`config.mk`:
```
export PLATFORM = sky130hd
export DESIGN_NAME = note_sequencer
export DESIGN_NICKNAME = d
export VERILOG_FILES = /design/src/rtl/note_pkg.sv /design/src/rtl/next_slot_finder.sv /design/src/rtl/note_sequencer.sv
export SDC_FILE = /design/constraint.sdc
export NUM_CORES = 1
export LEC_CHECK = 0
export BUFFER_PORTS_ARGS = -buffer_cell sky130_fd_sc_hd__buf_2
export CAP_MARGIN = 15
export CORE_MARGIN = 5
export CORE_UTILIZATION = 30
export DETAILED_ROUTE_END_ITERATION = 7
export PLACE_DENSITY = 0.49
export SLEW_MARGIN = 0
export SYNTH_ARGS = -nofsm -noshare
export SYNTH_HDL_FRONTEND = slang
export SYNTH_HIERARCHICAL = 1
export SYNTH_SLANG_ARGS = --single-unit
```
`constraint.sdc`:
```
create_clock -name clk -period 4.1 [get_ports clk]
set_clock_uncertainty 0.2 [all_clocks]
set_input_delay 0.615 -clock clk [delete_from_list [all_inputs] [get_ports clk]]
set_output_delay 0.615 -clock clk [all_outputs]
set_load 0.005 [all_outputs]
```
`src/rtl/note_pkg.sv`:
```
// Shared types and constants for the arpeggio note sequencer.
package note_pkg;

  localparam int NUM_NOTES = 8;
  localparam int NOTE_W    = 6;
  localparam int NOTES_W   = NUM_NOTES * NOTE_W;
  localparam int IDX_W     = $clog2(NUM_NOTES);

  typedef enum logic [1:0] {
    IDLE  = 2'd0,
    SOUND = 2'd1,
    GAP   = 2'd2
  } seq_state_t;

  // Extract slot idx from the packed notes bus (slot i = notes[6i+5:6i]).
  function automatic logic [NOTE_W-1:0] slot_note(input logic [NOTES_W-1:0] notes,
                                                  input logic [IDX_W-1:0]   idx);
    return notes[int'(idx)*NOTE_W +: NOTE_W];
  endfunction

endpackage

```
`src/rtl/next_slot_finder.sv`:
```
// Combinational search for the next enabled slot: either the lowest set bit of
// the mask (i_first=1) or the lowest set bit strictly above i_cur.
module next_slot_finder
  import note_pkg::*;
(
  input  logic [NUM_NOTES-1:0] i_mask,
  input  logic [IDX_W-1:0]     i_cur,
  input  logic                 i_first,
  output logic [IDX_W-1:0]     o_idx,
  output logic                 o_found
);

  // Scan from the top down so the lowest qualifying bit is the last one written.
  always_comb begin
    // NOTE: every output gets a default before any conditional write, otherwise
    // paths that skip the assignment would infer a latch.
    o_idx   = '0;
    o_found = 1'b0;
    for (int i = NUM_NOTES - 1; i >= 0; i--) begin
      if (i_mask[i] && (i_first || (i > int'(i_cur)))) begin
        o_idx   = IDX_W'(i);
        o_found = 1'b1;
      end
    end
  end

endmodule

```
`src/rtl/note_sequencer.sv`:
```
// Arpeggiator: snapshots the chord and enable mask, then sounds each enabled
// slot in ascending order for STEP_CYCLES with a GAP_CYCLES silence after it.
// Outputs are registered; gate/note follow the SOUND state by one cycle, while
// busy and done track the state register exactly.
module note_sequencer
  import note_pkg::*;
#(
  parameter int STEP_CYCLES = 12_500_000,
  parameter int GAP_CYCLES  = 1_250_000
)
(
  input  logic                 clk,
  input  logic                 rst_n,
  input  logic [NOTES_W-1:0]   notes,
  input  logic [NUM_NOTES-1:0] enable,
  input  logic                 play,
  input  logic                 loop,
  output logic [NOTE_W-1:0]    note_out,
  output logic                 gate,
  output logic [IDX_W-1:0]     step_idx,
  output logic                 busy,
  output logic                 done
);

  localparam int MAX_CYCLES = (STEP_CYCLES > GAP_CYCLES) ? STEP_CYCLES : GAP_CYCLES;
  localparam int CNT_W      = $clog2(MAX_CYCLES) + 1;
  localparam logic [CNT_W-1:0] STEP_LAST = CNT_W'(STEP_CYCLES - 1);
  localparam logic [CNT_W-1:0] GAP_LAST  = CNT_W'(GAP_CYCLES - 1);

  seq_state_t           r_state, w_next_state;
  logic [CNT_W-1:0]     r_cnt, w_cnt_next;
  logic [IDX_W-1:0]     r_idx, w_idx_next;
  logic [NOTES_W-1:0]   r_notes;
  logic [NUM_NOTES-1:0] r_en;
  logic                 w_load;
  logic                 w_done_next;
  logic                 w_abort;
  logic                 w_sound_out;

  logic [IDX_W-1:0]     w_adv_idx, w_first_idx;
  logic                 w_adv_found, w_first_found;

  logic [NOTE_W-1:0]    r_note_out;
  logic                 r_gate;
  logic [IDX_W-1:0]     r_step_idx;
  logic                 r_busy;
  logic                 r_done;

  // Next enabled slot above the current one within the snapshot.
  next_slot_finder u_adv (
    .i_mask  (r_en),
    .i_cur   (r_idx),
    .i_first (1'b0),
    .o_idx   (w_adv_idx),
    .o_found (w_adv_found)
  );

  // Lowest enabled slot of the live mask, used when a pattern (re)starts.
  next_slot_finder u_first (
    .i_mask  (enable),
    .i_cur   ('0),
    .i_first (1'b1),
    .o_idx   (w_first_idx),
    .o_found (w_first_found)
  );

  assign w_abort     = (r_state != IDLE) && !play;
  assign w_sound_out = (r_state == SOUND) && !w_abort;

  // Next-state, step counter, slot index and snapshot-load decisions.
  always_comb begin
    w_next_state = r_state;
    w_cnt_next   = r_cnt;
    w_idx_next   = r_idx;
    w_load       = 1'b0;
    w_done_next  = 1'b0;
    unique case (r_state)
      IDLE: begin
        w_cnt_next = '0;
        if (play && w_first_found) begin
          w_load       = 1'b1;
          w_idx_next   = w_first_idx;
          w_next_state = SOUND;
        end
      end
      SOUND: begin
        if (w_abort) begin
          w_cnt_next   = '0;
          w_next_state = IDLE;
        end else if (r_cnt == STEP_LAST) begin
          w_cnt_next   = '0;
          w_next_state = GAP;
        end else begin
          w_cnt_next = r_cnt + 1'b1;
        end
      end
      GAP: begin
        if (w_abort) begin
          w_cnt_next   = '0;
          w_next_state = IDLE;
        end else if (r_cnt == GAP_LAST) begin
          w_cnt_next = '0;
          if (w_adv_found) begin
            w_idx_next   = w_adv_idx;
            w_next_state = SOUND;
          end else if (loop) begin
            // Wrap straight into the new pattern so the step period is unchanged.
            if (w_first_found) begin
              w_load       = 1'b1;
              w_idx_next   = w_first_idx;
              w_next_state = SOUND;
            end else begin
              w_next_state = IDLE;
            end
          end else begin
            w_done_next  = 1'b1;
            w_next_state = IDLE;
          end
        end else begin
          w_cnt_next = r_cnt + 1'b1;
        end
      end
      default: begin
        w_cnt_next   = '0;
        w_next_state = IDLE;
      end
    endcase
  end

  // State register with step counter and current slot index.
  always_ff @(posedge clk or negedge rst_n) begin
    if (!rst_n) begin
      r_state <= IDLE;
      r_cnt   <= '0;
      r_idx   <= '0;
    end else begin
      // NOTE: sequential state uses non-blocking assignments so every register
      // samples pre-edge values regardless of statement order.
      r_state <= w_next_state;
      r_cnt   <= w_cnt_next;
      r_idx   <= w_idx_next;
    end
  end

  // Chord and mask snapshot; later changes on the live inputs are ignored.
  always_ff @(posedge clk or negedge rst_n) begin
    if (!rst_n) begin
      // NOTE: the snapshot is cleared on reset because it is only a few flops
      // and a known value keeps note_out deterministic after any restart.
      r_notes <= '0;
      r_en    <= '0;
    end else if (w_load) begin
      r_notes <= notes;
      r_en    <= enable;
    end
  end

  // Registered outputs; note and index are held outside SOUND.
  always_ff @(posedge clk or negedge rst_n) begin
    if (!rst_n) begin
      r_note_out <= '0;
      r_gate     <= 1'b0;
      r_step_idx <= '0;
      r_busy     <= 1'b0;
      r_done     <= 1'b0;
    end else begin
      r_gate <= w_sound_out;
      if (w_sound_out) begin
        r_note_out <= slot_note(r_notes, r_idx);
        r_step_idx <= r_idx;
      end
      r_busy <= (w_next_state != IDLE);
      r_done <= w_done_next;
    end
  end

  assign note_out = r_note_out;
  assign gate     = r_gate;
  assign step_idx = r_step_idx;
  assign busy     = r_busy;
  assign done     = r_done;

endmodule

```
==> flow_summary.toml, run 1 <==
[hold_path]
min_path_type = "input port to asynchronous set/reset pin"

[sta]
finalWorstSetupSlack_ns = 0.748
hold_viol = 0
maxClockFrequency_mhz = 298
post-route-min-period_ns = 3.35
tightest_slew_ns = 0.918
total_negative_setup_slack_ns = 0
rsz_0062_raised_after_global_routing = "no"
setup-violations-final = 0
final_period_utilization_pct = 81.8
maxSlewHeadroom_pct = 38.8
timing_max_transition_violations_final = 0

[layout]
n_antenna_cell = 0
layout.filler_cells = 1647
post_route_cells_drive_above_1_share_pct = 26.0
areaGrowthSynthToFinish_pct = 16.8
nets = 580

[synthesis]
leading_cell_type_by_number_of_instances_after_synthesis = "sky130_fd_sc_hd__dfrtp_1"
yosysWarnings = 6
post-synth-top-area-cell = "sky130_fd_sc_hd__dfrtp_1"
avgSynthCellArea_um2 = 11.6
synth_top_flop_cell = "sky130_fd_sc_hd__dfrtp_1"
seq_area_frac_synth_pct = 48.1
ys_top_cells_by_count = "98 x sky130_fd_sc_hd__dfrtp_1, 40 x sky130_fd_sc_hd__mux2_1, 36 x sky130_fd_sc_hd__nor2_1, 35 x sky130_fd_sc_hd__nand2_1, 22 x sky130_fd_sc_hd__mux2_2"
synthDistinctLibCells = 54
synth.cell_area_mm2 = 0.00510
synth.ff_latch_count = 98
largest_cells_by_area_after_synthesis = "sky130_fd_sc_hd__dfrtp_1 48%, sky130_fd_sc_hd__mux2_1 8.8%, sky130_fd_sc_hd__mux4_2 5.3%"
netlist_instances = 441
share_of_flip_flops_with_an_asynchronous_set_or_reset_after_synthesis_pct = 100
number_of_enable_type_register_cells_in_the_synthesized_netlist = 0
post-synth-top-area-fraction_pct = 48.1

[clock_tree]
clockRootBuffer = "sky130_fd_sc_hd__clkbuf_16"
clock_latency_ns = 0.35
cts_sinks = 98
cts_tree = "yes"
cts-root-to-sink-buffers = 2
post-cts-setup-buffers = 0
post_cts_repair_resize_count = 0
cts_inserted_buffers = 9
cts-htree-levels = 3
clk_transition_reported_paths_ns = 0.07
ctsHoldBuffers = 0

[setup_path]
timing_worst_setup_path_type = "flip-flop to flip-flop"
setup.worst_path.end_class = "flip-flop"
startpoint_type = "flip-flop"
cp_data_required_time_ns = 4.13
worstPathMaxFanout = 40
worst_ep_arrival_time_ns = 3.39

[place]
dpl_worst_slack_ns = 0.742
dp.final_hpwl_mm = 8.79
globalplace.congestion = 0.795
place.port_buffers = 71

[detailed_routing]
wirelength_mm = 12.0
detail_route.vias_per_cell = 4.82
wire_per_inst_um = 16.3
detailedRoute.firstIterationViolations = 116
route.detailed.drc = 0
drtAntennaViolNets = 0
dr.pass1.iters = 4
num_vias = 3567

[grt]
grt_pass1_vias = 3782
groute.usage.overall_pct = 12.7
grt_antenna_before_repair = 0
gr-total-overflow = 0
grt_pass1_wl_mm = 19.9
grt_max_degree = 71

[die]
fp.dieArea_mm2 = 0.0197
rows = 47
die_w_um = 140
core_region_area_mm2 = 0.0166
ioPinCount = 72
chipHeight_um = 140
start_util_pct = 30.7

[power]
powerDensity_mw_per_mm2 = 608
power.ir.vdd_worst_v = 0.000280
power.leakage_nw = 2.56

[run]
maxCapViolCount = 0

[outcome]
status = "finished clean"
[metrics by stage]
stage | hold slack (ns) | instance area [um2] | std cells | power [mW] | util [%]
finish | 0.178 | 5960 | 740 | 3.62 | 35.8
floorplan | 0.119 | 5140 | 450 | 2.46 | -
global route | 0.258 | 5960 | 740 | 3.88 | 35.8
CTS | 0.217 | 5960 | 740 | 3.70 | 35.8
global placement | 0.235 | 5680 | 724 | 2.80 | 34.1
detailed placement | 0.251 | 5680 | 724 | 2.85 | 34.1
[critical path, stage by stage (launching register included)]
cell and delay, ns:
sky130_fd_sc_hd__dfrtp_1 0.76, sky130_fd_sc_hd__nand3b_2 0.18, sky130_fd_sc_hd__o22a_1 0.24, sky130_fd_sc_hd__nor2_1 0.11
sky130_fd_sc_hd__nand4_1 0.22, sky130_fd_sc_hd__o41a_2 0.75, sky130_fd_sc_hd__buf_4 0.37, sky130_fd_sc_hd__mux2_1 0.38
[flip-flops by register name (all words and copies together), names as in the netlist, 2 cells and up]
register and cells:
step_idx 3, r_idx 3, r_en 8, note_out 6
r_cnt 25, r_state 2, r_notes 48
[kinds of logic (layout without fill, tap and decap cells)]
group                    count (synthesis)  in the layout  share of synthesized area [%]
multiplexers                            82             82                           20.5
other                                    2             11                          0.147
XOR/XNOR                                23             23                           3.95
AO/OA/AOI/OAI                           53             53                           6.89
AND/OR/NAND/NOR                        147            147                           15.8
flip-flops                              98             98                           48.1
buffers and inverters                   31            101                           3.33
adder cells (fa/ha/maj)                  5              5                           1.23
[area by class of cell]
| cell class | instances | area [um2] | share of cell area, % |
|---|---|---|---|
| timing repair buffer | 77 | 403 | 6.76 |
| inverter | 8 | 30.0 | 0.504 |
| sequential | 98 | 2450 | 41.1 |
| multi-input combinational | 321 | 2510 | 42.2 |
| clock inverter | 6 | 47.5 | 0.797 |
| clock buffer | 10 | 239 | 4.01 |
| tap | 220 | 275 | 4.62 |
[placed cells by master, fill, tap and decap left out, types with 11 or more instances in the layout]
cell	count
sky130_fd_sc_hd__buf_2	70
sky130_fd_sc_hd__conb_1	11
sky130_fd_sc_hd__dfrtp_1	98
sky130_fd_sc_hd__mux2_1	40
sky130_fd_sc_hd__mux2_2	22
sky130_fd_sc_hd__mux4_2	12
sky130_fd_sc_hd__nand2_1	35
sky130_fd_sc_hd__nor2_1	36
sky130_fd_sc_hd__o21ai_0	16
sky130_fd_sc_hd__xnor2_1	12
sky130_fd_sc_hd__xor2_1	11
[layer usage]
layer | up-vias | track usage (%) | share of wire, %
li1 | 1719 | - | -
met3 | 10 | 3.92 | 6.5
met5 | - | 0 | 0
met4 | 0 | 4.44 | 1.4
met1 | 1756 | 17.3 | 47
met2 | 82 | 19.2 | 45
[power breakdown]
group | internal [mW] | switching (mW)
Clock | 0.435 | 0.388
Combinational | 0.658 | 0.535
Sequential | 1.33 | 0.280
Total | 2.42 | 1.20
[path summary, 6_finish.rpt]
kind                       startpoint          end  slack, ns  depth (start not counted)
min in group clk             r_cnt[0]     r_cnt[0]       0.26                          1
setup / recovery             r_idx[1]  r_notes[41]       0.75                          7
hold / removal                  rst_n  r_notes[21]       0.18                          1
max in group asynchronous       rst_n  r_notes[42]       2.56                          2
setup reg to reg             r_idx[1]  r_notes[41]       0.75                          7
hold reg to reg              r_cnt[0]     r_cnt[0]       0.26                          1
Note: power is estimated with default switching activity, not from simulation.
==> run 2, diff against run 1 <==
--- a/config.mk
+++ b/config.mk
@@ -10,7 +10,7 @@
 export CORE_MARGIN = 5
 export CORE_UTILIZATION = 30
 export DETAILED_ROUTE_END_ITERATION = 7
-export PLACE_DENSITY = 0.49
+export PLACE_DENSITY = 0.51
 export SLEW_MARGIN = 0
 export SYNTH_ARGS = -nofsm -noshare
 export SYNTH_HDL_FRONTEND = slang
==> constraint.sdc (replaced) <==
create_clock -name clk -period 2.8 [get_ports clk]
set_clock_uncertainty 0.2 [all_clocks]
set_input_delay 0.42 -clock clk [delete_from_list [all_inputs] [get_ports clk]]
set_output_delay 0.42 -clock clk [all_outputs]
set_load 0.005 [all_outputs]
==> run 2 against run 1 <==
Sequential share of layout area shrank 1.2 points. Combinational power grew 60%. Wire length shrank 1.6%. Total power grew 48%. Clock power grew 43%. Global-route usage shrank 0.43 points. Final cell count grew 2.3%. Critical path depth is the same. Flip-flop and latch count is the same. Sequential power grew 42%. Critical path type unchanged. Largest cell class unchanged. Highest routed layer is now met5.
==> flow_summary.toml, run 2 (synthesis results as in run 1) <==
[sta]
maxClockFrequency_mhz = 380
timing_max_transition_violations_final = 0
final_period_utilization_pct = 94.1
post-route-min-period_ns = 2.63
rsz_0062_raised_after_global_routing = "no"
tightest_slew_ns = 0.747
total_negative_setup_slack_ns = 0
hold_viol = 0
maxSlewHeadroom_pct = 50.2
setup-violations-final = 0

[setup_path]
critical_path.max_stage_delay_ns = 0.54
worst_ep_arrival_time_ns = 2.67
cp_common_cell = "sky130_fd_sc_hd__buf_4"
crit_path_cell_trace = "or4_4 > nor4_4 > buf_4 > buf_4 > o2111ai_1 > a21oi_1 > mux2_2"
worstPathMaxFanout = 3
startpoint_type = "flip-flop"
worst_path_dominant_cell_family = "simple AND/OR/NAND/NOR gates"
critPathSlowestCell = "sky130_fd_sc_hd__or4_4"
timing_worst_setup_path_type = "flip-flop to flip-flop"
cp_data_required_time_ns = 2.83
number_of_logic_stages_on_the_critical_path_including_buffering = 7
r2r_setup_slack_ns = 0.17
setup.worst_path.end_class = "flip-flop"
worstPathBufferInverterCount = 2
rr_worst_depth = 7

[die]
core_region_area_mm2 = 0.0166
fp.dieArea_mm2 = 0.0197
chipHeight_um = 140
rows = 47
die_w_um = 140
start_util_pct = 30.7
ioPinCount = 72

[hold_path]
holdPathStages = 2
min_path_type = "input port to flip-flop"

[detailed_routing]
num_vias = 3606
drtAntennaViolNets = 0
route.detailed.drc = 0
detailedRoute.firstIterationViolations = 224
wirelength_mm = 11.8
detail_route.vias_per_cell = 4.76
wire_per_inst_um = 15.6
dr.pass1.iters = 4

[clock_tree]
clockRootBuffer = "sky130_fd_sc_hd__clkbuf_16"
cts_tree = "yes"
cts-root-to-sink-buffers = 2
clk_transition_reported_paths_ns = 0.07
cts_inserted_buffers = 9
cts_sinks = 98
clock_latency_ns = 0.35
cts-htree-levels = 3

[power]
power.ir.vdd_worst_v = 0.000422
powerDensity_mw_per_mm2 = 873
power.total_mw = 5.36
power.leakage_nw = 2.66

[layout]
layout.filler_cells = 1629
areaGrowthSynthToFinish_pct = 20.4
mostFrequentLayoutCells = "98 x sky130_fd_sc_hd__dfrtp_1, 70 x sky130_fd_sc_hd__buf_2, 40 x sky130_fd_sc_hd__mux2_1"
regMostFlops = "r_notes"
nets = 595
final_common_cell = "sky130_fd_sc_hd__dfrtp_1"
largest_register_ff_count = 48
reg.largest.list = "r_notes: 48 flops, r_cnt: 25 flops, r_en: 8 flops"
post_route_cells_drive_above_1_share_pct = 28.0

[grt]
groute.usage.overall_pct = 12.3
grt_pass1_vias = 3707
gr-total-overflow = 0
grt_pass1_wl_mm = 19.3
grt_antenna_before_repair = 1
grt_max_degree = 57

[place]
place.port_buffers = 71
globalplace.congestion = 0.848
dp.final_hpwl_mm = 8.62

[outcome]
status = "finished clean"

[run]
maxCapViolCount = 0
## run 2: cell types whose count changed in the layout (fill, tap and decap cells not counted)
cell and change:
sky130_fd_sc_hd__or4_1 -1, sky130_fd_sc_hd__o41a_4 +1, sky130_fd_sc_hd__o41a_2 -1, sky130_fd_sc_hd__buf_6 +1
sky130_fd_sc_hd__or4_4 +1, sky130_fd_sc_hd__clkbuf_8 -1, sky130_fd_sc_hd__inv_8 +2, sky130_fd_sc_hd__clkbuf_16 +1
sky130_fd_sc_hd__buf_12 +2, sky130_fd_sc_hd__dlygate4sd3_1 +1, sky130_fd_sc_hd__inv_6 -2, sky130_fd_sc_hd__diode_2 +2
sky130_fd_sc_hd__clkinv_4 +1, sky130_fd_sc_hd__buf_4 +10
## run 2: power breakdown
part / internal, mW / switching (mW)
clock network: 0.619 / 0.565
logic: 1.02 / 0.876
registers: 1.95 / 0.334
total: 3.59 / 1.78
## run 2: worst paths after layout
path,startpoint,endpoint
setup / recovery,r_cnt[19],r_idx[1]
hold / removal,notes[40],r_notes[40]
setup reg to reg,r_cnt[19],r_idx[1]
hold reg to reg,r_cnt[0],r_cnt[0]
max in group asynchronous,rst_n,r_cnt[21]
min in group asynchronous,rst_n,r_notes[13]
## run 2: final cells by class
cell class / instances / area (um2) / share of cell area, %
timing repair buffer: 92 / 564 / 9.19
multi-input combinational: 321 / 2530 / 41.2
inverter: 8 / 30.0 / 0.489
clock buffer: 9 / 225 / 3.67
sequential: 98 / 2450 / 39.9
tap: 220 / 275 / 4.48
clock inverter: 7 / 61.3 / 0.998
antenna: 2 / 5.00 / 0.0815
## run 2: metrics by stage
stage / util, % / std cells / hold slack [ns] / area, um2 / setup WS [ns]
detailed placement: 34.8 / 736 / 0.248 / 5790 / 0.0863
global placement: 34.8 / 736 / 0.236 / 5790 / 0.116
floorplan: - / 450 / -0.0756 / 5140 / 0.144
CTS: 36.6 / 753 / 0.0623 / 6090 / 0.0769
finish: 36.9 / 757 / 0.0747 / 6140 / 0.166
global route: 36.9 / 755 / 0.0654 / 6140 / 0.0448
## run 2: worst reg2reg max path, stage by stage (launching register included)
cell	delay, ns
sky130_fd_sc_hd__dfrtp_1	0.41
sky130_fd_sc_hd__or4_4	0.54
sky130_fd_sc_hd__nor4_4	0.29
sky130_fd_sc_hd__buf_4	0.15
sky130_fd_sc_hd__buf_4	0.09
sky130_fd_sc_hd__o2111ai_1	0.11
sky130_fd_sc_hd__a21oi_1	0.34
sky130_fd_sc_hd__mux2_2	0.39
## run 2: routing by layer
metal	vias to the layer above	GRT usage [%]	wire length, um
met1	1738	15.2	5230
met4	2	3.21	182
met5	-	0	7
met2	98	19.7	5550
li1	1755	-	-
met3	13	5.35	885
## run 2: timing repair
action,CTS,global route
setup endpoints to repair,0,50
buffers inserted,0,1
gates resized for setup,0,3
hold endpoints to repair,55,0
hold buffers,1,0
==> run 3, diff against run 2 <==
==> constraint.sdc (replaced) <==
create_clock -name clk -period 2.8 [get_ports clk]
set_clock_uncertainty 0.2 [all_clocks]
set_input_delay 0.56 -clock clk [delete_from_list [all_inputs] [get_ports clk]]
set_output_delay 0.56 -clock clk [all_outputs]
set_load 0.005 [all_outputs]
==> run 3 against run 2 <==
Non-clock buffer count shrank 1. Final cell count shrank 0.13%. Total power is essentially flat. Global-route usage is the same. Final area shrank 0.16%.
==> flow_summary.toml, run 3 (synthesis results as in run 1) <==
[setup_path]
startpoint_type = "flip-flop"
critical_path.max_stage_delay_ns = 0.54
crit_path_cell_trace = "or4_4 > nor4_4 > buf_4 > buf_4 > o2111ai_1 > a21oi_1 > mux2_2"
timing_worst_setup_path_type = "flip-flop to flip-flop"
cp_data_required_time_ns = 2.83
rr_worst_depth = 7
worstReg2RegStart = "r_cnt[19]"
worst_ep_arrival_time_ns = 2.66
setup.worst_path.end_class = "flip-flop"
cp_common_cell = "sky130_fd_sc_hd__buf_4"
r2r_setup_slack_ns = 0.17
r2r-end = "r_idx[1]"
critPathSlowestCell = "sky130_fd_sc_hd__or4_4"
worstPathMaxFanout = 3

[detailed_routing]
detail_route.vias_per_cell = 4.76
dr.pass1.iters = 4
num_vias = 3601
detailedRoute.firstIterationViolations = 205
wire_per_inst_um = 15.6
drtAntennaViolNets = 0
wirelength_mm = 11.8
route.detailed.drc = 0

[layout]
areaGrowthSynthToFinish_pct = 20.2
reg.largest.list = "r_notes: 48 flops, r_cnt: 25 flops, r_en: 8 flops"
nets = 594
regMostFlops = "r_notes"
design_area_mm2 = 0.00613
finalCoreUtilization_pct = 36.8
largest_register_ff_count = 48
final_common_cell = "sky130_fd_sc_hd__dfrtp_1"
post_route_cells_drive_above_1_share_pct = 28.1
layout.filler_cells = 1628
mostFrequentLayoutCells = "98 x sky130_fd_sc_hd__dfrtp_1, 70 x sky130_fd_sc_hd__buf_2, 40 x sky130_fd_sc_hd__mux2_1"

[sta]
timing_max_transition_violations_final = 0
rsz_0062_raised_after_global_routing = "no"
post-route-min-period_ns = 2.63
setup-violations-final = 0
maxSlewHeadroom_pct = 50.3
maxClockFrequency_mhz = 380
final_period_utilization_pct = 94.0
finalWorstSetupSlack_ns = 0.169
total_negative_setup_slack_ns = 0
tightest_slew_ns = 0.745
hold_viol = 0

[power]
power.share.sequential_pct = 42.5
powerDensity_mw_per_mm2 = 874
pint_mw = 3.59
power.leakage_nw = 2.65
netSwitchingPower_mw = 1.77
power.ir.vdd_worst_v = 0.000422
power.total_mw = 5.36
power.switching_fraction_pct = 33.1
pwr-share-comb_pct = 35.4
power.share.clock_pct = 22.1

[die]
rows = 47
start_util_pct = 30.7
chipHeight_um = 140
core_region_area_mm2 = 0.0166
ioPinCount = 72
die_w_um = 140
fp.dieArea_mm2 = 0.0197

[place]
dpl_worst_slack_ns = 0.0863
globalplace.congestion = 0.848
place.port_buffers = 71
dp.final_hpwl_mm = 8.62
placedInstanceArea_mm2 = 0.00579

[grt]
grt_antenna_before_repair = 1
groute.usage.overall_pct = 12.3
grt_pass1_wl_mm = 19.3
grt_pass1_vias = 3701
grt_max_degree = 57
gr-total-overflow = 0

[clock_tree]
clk_transition_reported_paths_ns = 0.07
ctsHoldBuffers = 0
clockRootBuffer = "sky130_fd_sc_hd__clkbuf_16"
cts-htree-levels = 3
clock_latency_ns = 0.35
cts_tree = "yes"
cts_inserted_buffers = 9
cts_sinks = 98
cts-root-to-sink-buffers = 2

[run]
maxCapViolCount = 0

[hold_path]
min_path_type = "input port to asynchronous set/reset pin"

[outcome]
status = "finished clean"
==> run 3: worst max path at each step <==
stage                     startpoint           to  slack, ns
after detailed placement   r_cnt[14]  r_notes[42]       0.09
final                      r_cnt[19]     r_idx[1]       0.17
after global routing       r_cnt[19]     r_idx[1]       0.04
after CTS                  r_cnt[14]   r_notes[8]       0.08
after floorplan            r_cnt[14]      r_en[0]       0.14
after global placement     r_cnt[14]   r_notes[4]       0.12
==> run 3: final cells by class <==
| cell class | count | area [um2] | share of cell area [%] |
|---|---|---|---|
| antenna | 2 | 5.00 | 0.0816 |
| clock buffer | 9 | 225 | 3.67 |
| clock inverter | 7 | 61.3 | 1.00 |
| inverter | 8 | 30.0 | 0.490 |
| multi-input combinational | 321 | 2530 | 41.2 |
| sequential | 98 | 2450 | 40.0 |
| tap | 220 | 275 | 4.49 |
| timing repair buffer | 91 | 554 | 9.04 |
==> run 3: layer usage <==
metal	up-vias	wire, um	track usage, %
met4	2	187	3.21
met3	15	873	5.35
met5	-	7	0
li1	1754	-	-
met1	1730	5190	15.2
met2	100	5540	19.7
==> run 3: metrics by stage <==
| stage | cells | hold WS [ns] |
|---|---|---|
| after floorplan | 450 | 0.0644 |
| after global placement | 736 | 0.236 |
| after detailed placement | 736 | 0.248 |
| after CTS | 752 | 0.101 |
| after global routing | 754 | 0.148 |
| final | 756 | 0.0725 |
==> run 3: repair_timing <==
action / CTS / global route
setup buffers: 0 / 1
gates resized for setup: 0 / 3
setup endpoints to repair: 0 / 50
==> run 3: critical path: cells and delay by family (launching register included) <==
family | cells | cell delay, ns
AO/OA/AOI/OAI | 2 | 0.45
buffers and inverters | 2 | 0.24
flip-flops | 1 | 0.41
multiplexers | 1 | 0.39
AND/OR/NAND/NOR | 2 | 0.83
==> run 3: power groups by stage <==
| stage | Combinational [mW] | Clock [mW] | Sequential [mW] |
|---|---|---|---|
| floorplan | 1.41 | 0 | 2.19 |
| global placement | 1.84 | 0 | 2.29 |
| detailed placement | 1.90 | 0 | 2.31 |
| CTS | 1.91 | 1.23 | 2.28 |
| global route | 2.11 | 1.28 | 2.35 |
| finish | 1.90 | 1.18 | 2.28 |
